--- config.mk ---
export PLATFORM = sky130hd
export DESIGN_NAME = digit_serial_adder
export DESIGN_NICKNAME = d
export VERILOG_FILES = /design/src/rtl/digit_serial_adder.sv
export SDC_FILE = /design/constraint.sdc
export NUM_CORES = 1
export LEC_CHECK = 0
export CAP_MARGIN = 20
export CELL_PAD_IN_SITES_DETAIL_PLACEMENT = 1
export CELL_PAD_IN_SITES_GLOBAL_PLACEMENT = 1
export CORE_ASPECT_RATIO = 1.1
export CORE_UTILIZATION = 34
export DETAILED_ROUTE_END_ITERATION = 10
export HOLD_SLACK_MARGIN = 0.08
export PLACE_DENSITY = 0.86
export SKIP_CTS_REPAIR_TIMING = 1
export SYNTH_ARGS = -nofsm -noshare
export SYNTH_HDL_FRONTEND = slang
export SYNTH_SLANG_ARGS = --single-unit
--- constraint.sdc ---
create_clock -name clk -period 1.7 [get_ports clk]
set_clock_uncertainty 0.05 [all_clocks]
set_input_delay 0.34 -clock clk [delete_from_list [all_inputs] [get_ports clk]]
set_output_delay 0.34 -clock clk [all_outputs]
set_load 0.01 [all_outputs]
--- src/rtl/digit_serial_adder.sv ---
// Digit-serial WIDTH-bit adder: one 4-bit Kogge-Stone digit per clock, LSB first, valid/ready in and out.
// Optional signed-overflow output `ovf` is enabled by defining DIGIT_SERIAL_OVF_EN.
module digit_serial_adder #(
   parameter int WIDTH = 16
) (
   input  logic             clk,
   input  logic             rst,
   input  logic             in_valid,
   output logic             in_ready,
   input  logic [WIDTH-1:0] a,
   input  logic [WIDTH-1:0] b,
   input  logic             cin,
   output logic             out_valid,
   input  logic             out_ready,
   output logic [WIDTH-1:0] sum,
`ifdef DIGIT_SERIAL_OVF_EN
   output logic             ovf,
`endif
   output logic             cout
);

   localparam int DIGITS = WIDTH / 4;
   localparam int CW     = (DIGITS > 1) ? $clog2(DIGITS) : 1;
   localparam logic [CW-1:0] LAST = CW'(DIGITS - 1);

   typedef enum logic [1:0] {IDLE, RUN, DONE} state_t;

   state_t           state_reg;
   logic [WIDTH-1:0] a_sh_reg;
   logic [WIDTH-1:0] b_sh_reg;
   logic [WIDTH-1:0] sum_sh_reg;
   logic             carry_reg;
   logic [CW-1:0]    cnt_reg;

   logic [3:0]       p, g, p1, g1, p2, g2, c;
   logic [3:0]       dsum;
   logic [WIDTH-1:0] sum_next;

   assign in_ready = (state_reg == IDLE) && !rst;

   assign p = a_sh_reg[3:0] ^ b_sh_reg[3:0];
   assign g = a_sh_reg[3:0] & b_sh_reg[3:0];

   // Two prefix levels (span 1, span 2) give group G/P for bits [i:0];
   // the registered carry then seeds every position.
   genvar gi;
   generate
      for (gi = 0; gi < 4; gi++) begin : g_prefix
         if (gi >= 1) begin : g_l1
            assign g1[gi] = g[gi] | (p[gi] & g[gi-1]);
            assign p1[gi] = p[gi] & p[gi-1];
         end else begin : g_l1_pass
            assign g1[gi] = g[gi];
            assign p1[gi] = p[gi];
         end
         if (gi >= 2) begin : g_l2
            assign g2[gi] = g1[gi] | (p1[gi] & g1[gi-2]);
            assign p2[gi] = p1[gi] & p1[gi-2];
         end else begin : g_l2_pass
            assign g2[gi] = g1[gi];
            assign p2[gi] = p1[gi];
         end
         assign c[gi] = g2[gi] | (p2[gi] & carry_reg);
      end
   endgenerate

   assign dsum = p ^ {c[2:0], carry_reg};

   generate
      if (DIGITS == 1) begin : g_one_digit
         assign sum_next = dsum;
      end else begin : g_multi_digit
         assign sum_next = {dsum, sum_sh_reg[WIDTH-1:4]};
      end
   endgenerate

   always_ff @(posedge clk) begin
      if (rst) begin
         state_reg  <= IDLE;
         out_valid  <= 1'b0;
         sum        <= '0;
         cout       <= 1'b0;
         cnt_reg    <= '0;
         carry_reg  <= 1'b0;
         a_sh_reg   <= '0;
         b_sh_reg   <= '0;
         sum_sh_reg <= '0;
`ifdef DIGIT_SERIAL_OVF_EN
         ovf        <= 1'b0;
`endif
      end else begin
         case (state_reg)
            IDLE: begin
               if (in_valid && in_ready) begin
                  a_sh_reg  <= a;
                  b_sh_reg  <= b;
                  carry_reg <= cin;
                  cnt_reg   <= '0;
                  state_reg <= RUN;
               end
            end
            RUN: begin
               a_sh_reg   <= a_sh_reg >> 4;
               b_sh_reg   <= b_sh_reg >> 4;
               sum_sh_reg <= sum_next;
               carry_reg  <= c[3];
               cnt_reg    <= cnt_reg + 1'b1;
               if (cnt_reg == LAST) begin
                  sum       <= sum_next;
                  cout      <= c[3];
`ifdef DIGIT_SERIAL_OVF_EN
                  // c[2] is the carry into the MSB of the final digit
                  ovf       <= c[3] ^ c[2];
`endif
                  out_valid <= 1'b1;
                  state_reg <= DONE;
               end
            end
            DONE: begin
               if (out_ready) begin
                  out_valid <= 1'b0;
                  state_reg <= IDLE;
               end
            end
            default: state_reg <= IDLE;
         endcase
      end
   end

endmodule
==> results.yml <==
place:
  port-buffer-count: 55
  place_inst: 483
  hpwl_um: 5260
  post_dp_cell_area_um2: 3600
  place_congestion: 0.817
pwr:
  p_leak_nw: 1.34
  sw_frac_of_total: 0.263
  power.share.combinational: 0.139
  powerDensity_nw_per_um2: 883
  p_clk_frac: 0.359
  p_int_mw: 2.47
  power_mw: 3.35
  switchingPower_mw: 0.879
  ir_drop_v: 0.000373
  seq_power_share: 0.502
synth:
  synthMuxAreaShare: 0.00355
  ys_seq_elements: 67
  yosysWarnings: 0
  avgSynthCellArea_um2: 8.66
  synthXorXnorAreaFrac: 0.00310
  synth.cell_area_um2: 2820
  synth_top_family_by_area: "compound AO/OA/AOI/OAI gates"
  synth_compound_area_frac: 0.219
  syn_nets: 369
  yosys.area_share.simple: 0.219
  syn_inst: 326
  synth_cell_types: 40
  yosysSeqAreaShare: 0.475
  synth_adder_area_share: 0.0293
layout:
  finish.instance_area_um2: 3790
  register_area_um2: 1340
  stdcell_count: 499
  fillers: 980
  layout-drive-gt1-share: 0.138
  diodes: 0
  multi_input_area_um2: 1360
  area_growth_pct: 34.3
  nets: 429
clock_tree:
  htreeDepth: 3
  numCtsBuffers: 9
  clock_sinks: 67
  cts_max_path_buffers: 2
  cts_tree: "built"
  clk_pin_slew_worst_paths_ps: 70
  clock_latency_ps: 340
  cts_root_buf: "clkbuf_8"
sta:
  fmax_mhz: 605
  relSlewSlack: 0.796
  fin_crit_ps: 1650
  hold_ws_ps: 255
  worst_pin_slew_ps: 302
  maxSlewViolCount: 0
  period_share: 0.972
  hold_viol: 0
  rsz0062_at_grt: "no"
  finalSetupViolCount: 0
setup_path:
  startpoint: "in_valid"
  slowest_delay_ps: 510
  worst_path_max_delay_cell: "or4b_4"
  cp.depth: 5
  path_max_fanout: 31
  end_kind: "register"
  worst-r2r-cell-count: 5
  reg2reg_to: "sum_sh_reg[15]"
  critPathTopFamily: "buffers and inverters"
  reg2reg_setup_slack_ps: 50
  path_buf_inv: 2
  path_cells: "clkdlybuf4s50_1 > or4b_4 > buf_12 > o221ai_1 > nor2_1"
  start_kind: "input port"
  crit_type: "input port to register"
  arrival_ps: 1830
  critPathRequiredTime_ps: 1870
  reg2reg_from: "a_sh_reg[0]"
grt:
  grt_pass1_vias: 2606
  antenna_found_initial: 0
  grt_pass1_wl_um: 12300
  grt_overflow_total: 0
  grt_usage: 0.185
  grt_start_max_net_pins: 32
routing:
  firstDrtPassIters: 4
  vias: 2593
  routedWlPerCell_um: 14.9
  vias_per_cell: 5.20
  drtAntennaViolNets: 0
  wl_um: 7440
  drcViolationCount: 0
  drt_iter0_markers: 110
min_path:
  worstHoldPathCells: 3
  min_path_type: "input port to register"
  hp-start: "rst"
  hold_end: "state_reg[1]"
floorplan:
  core_area_um2: 8000
  ios: 56
  die_w_um: 88.9
  chipHeight_um: 97.6
  start_util: 0.353
  dieArea_um2: 8670
  num_rows: 34
run:
  cap_viol_max_count: 0
outcome:
  status: "finished, final reports clean"
==> through the flow <==
stage | setup WS, ps | TNS, ps | utilization
2_1_floorplan | 119 | 0 | -
3_3_place_gp | -289 | -7420 | 0.450
3_5_place_dp | -327 | -8390 | 0.450
4_1_cts | -169 | -186 | 0.472
5_1_grt | 1.19 | 0 | 0.474
6_report | 47.9 | 0 | 0.474
==> logic make-up after synthesis <==
logic type	Yosys count
simple gates	133
compound gates	86
flops	67
buf+inv	32
fa+ha+maj	6
xor+xnor	1
mux	1
==> worst reg2reg max path, delay by kind of cell, from the launching register on <==
| family | cells | cell delay [ps] |
|---|---|---|
| buffers and inverters | 1 | 170 |
| AOI/OAI and AO/OA | 2 | 690 |
| adders and majority gates | 1 | 290 |
| and+or+nand+nor | 1 | 70 |
| DFF | 1 | 320 |
==> worst max-delay path by stage <==
stage / to / slack, ps
floorplan: cout / 120
global placement: b_sh_reg[0] / -290
detailed placement: b_sh_reg[9] / -330
CTS: in_ready / -170
global route: sum_sh_reg[15] / 1
finish: b_sh_reg[2] / 50
==> cell type report <==
type                    count  area share
multi-input cells         227       0.359
flip-flops and latches     67       0.354
clock inverters             4     0.00660
repair buffers             76       0.199
well taps                 108      0.0357
inverters                   5     0.00495
clock buffers              12      0.0409
==> power by group through the flow <==
stage               clock [mW]  sequential (mW)  combinational, mW
CTS                       1.24             1.68              0.465
finish                    1.20             1.68              0.464
detailed placement           0             1.72              0.462
global placement             0             1.71              0.443
global route              1.32             1.69              0.510
floorplan                    0             1.70              0.254
==> Yosys cell counts <==
library cell | n | area (µm²)
a2111o_1 | 2 | 22.5
a2bb2oi_1 | 1 | 8.76
or2_2 | 1 | 6.26
nor3b_1 | 1 | 7.51
a211oi_1 | 2 | 15.0
o21a_1 | 1 | 7.51
nor2b_1 | 1 | 6.26
a21oi_1 | 48 | 240
ha_1 | 5 | 62.6
nand2_1 | 62 | 233
o221ai_2 | 9 | 135
nor4b_2 | 1 | 15.0
a2111oi_0 | 1 | 8.76
o221a_2 | 1 | 11.3
nand3_1 | 17 | 85.1
and2_1 | 1 | 6.26
nand3b_2 | 1 | 11.3
o21ba_2 | 1 | 10.0
buf_2 | 13 | 65.1
nor2_1 | 18 | 67.6
o21ai_0 | 1 | 5.00
o41ai_1 | 3 | 26.3
nand2b_1 | 5 | 31.3
nor3_1 | 16 | 80.1
o221a_1 | 1 | 11.3
mux2i_1 | 1 | 10.0
buf_6 | 1 | 11.3
o221ai_1 | 3 | 26.3
a211o_1 | 1 | 8.76
xnor2_1 | 1 | 8.76
and3b_1 | 1 | 8.76
or4bb_1 | 1 | 11.3
inv_1 | 5 | 18.8
nand4_1 | 6 | 37.5
a22oi_1 | 11 | 82.6
or4b_1 | 1 | 10.0
dfxtp_1 | 67 | 1340
buf_1 | 3 | 11.3
clkbuf_1 | 10 | 37.5
fa_1 | 1 | 20.0
==> layer usage <==
layer	track usage	routed length (µm)	vias up	share of wire
met4	0.0707	130	0	0.017
li1	-	-	1279	-
met2	0.314	3780	64	0.51
met3	0.0365	256	13	0.034
met1	0.225	3270	1237	0.44
met5	0	0	-	0
==> cells in the final DEF (no fill, tap or decap), types with 2 or more instances in the layout <==
| master | count |
|---|---|
| ha_1 | 5 |
| clkbuf_8 | 11 |
| a21oi_1 | 48 |
| inv_1 | 5 |
| dfxtp_1 | 67 |
| clkdlybuf4s50_1 | 53 |
| o221ai_1 | 3 |
| nand3_1 | 17 |
| nand2b_1 | 5 |
| a22oi_1 | 11 |
| a2111o_1 | 2 |
| a211oi_1 | 2 |
| buf_4 | 17 |
| clkinv_2 | 2 |
| o41ai_1 | 3 |
| nor2_1 | 18 |
| nor3_1 | 16 |
| o221ai_2 | 9 |
| buf_12 | 4 |
| nand4_1 | 6 |
| clkinvlp_4 | 2 |
| nand2_1 | 62 |
No activity file was read; power rests on OpenSTA's default activity.
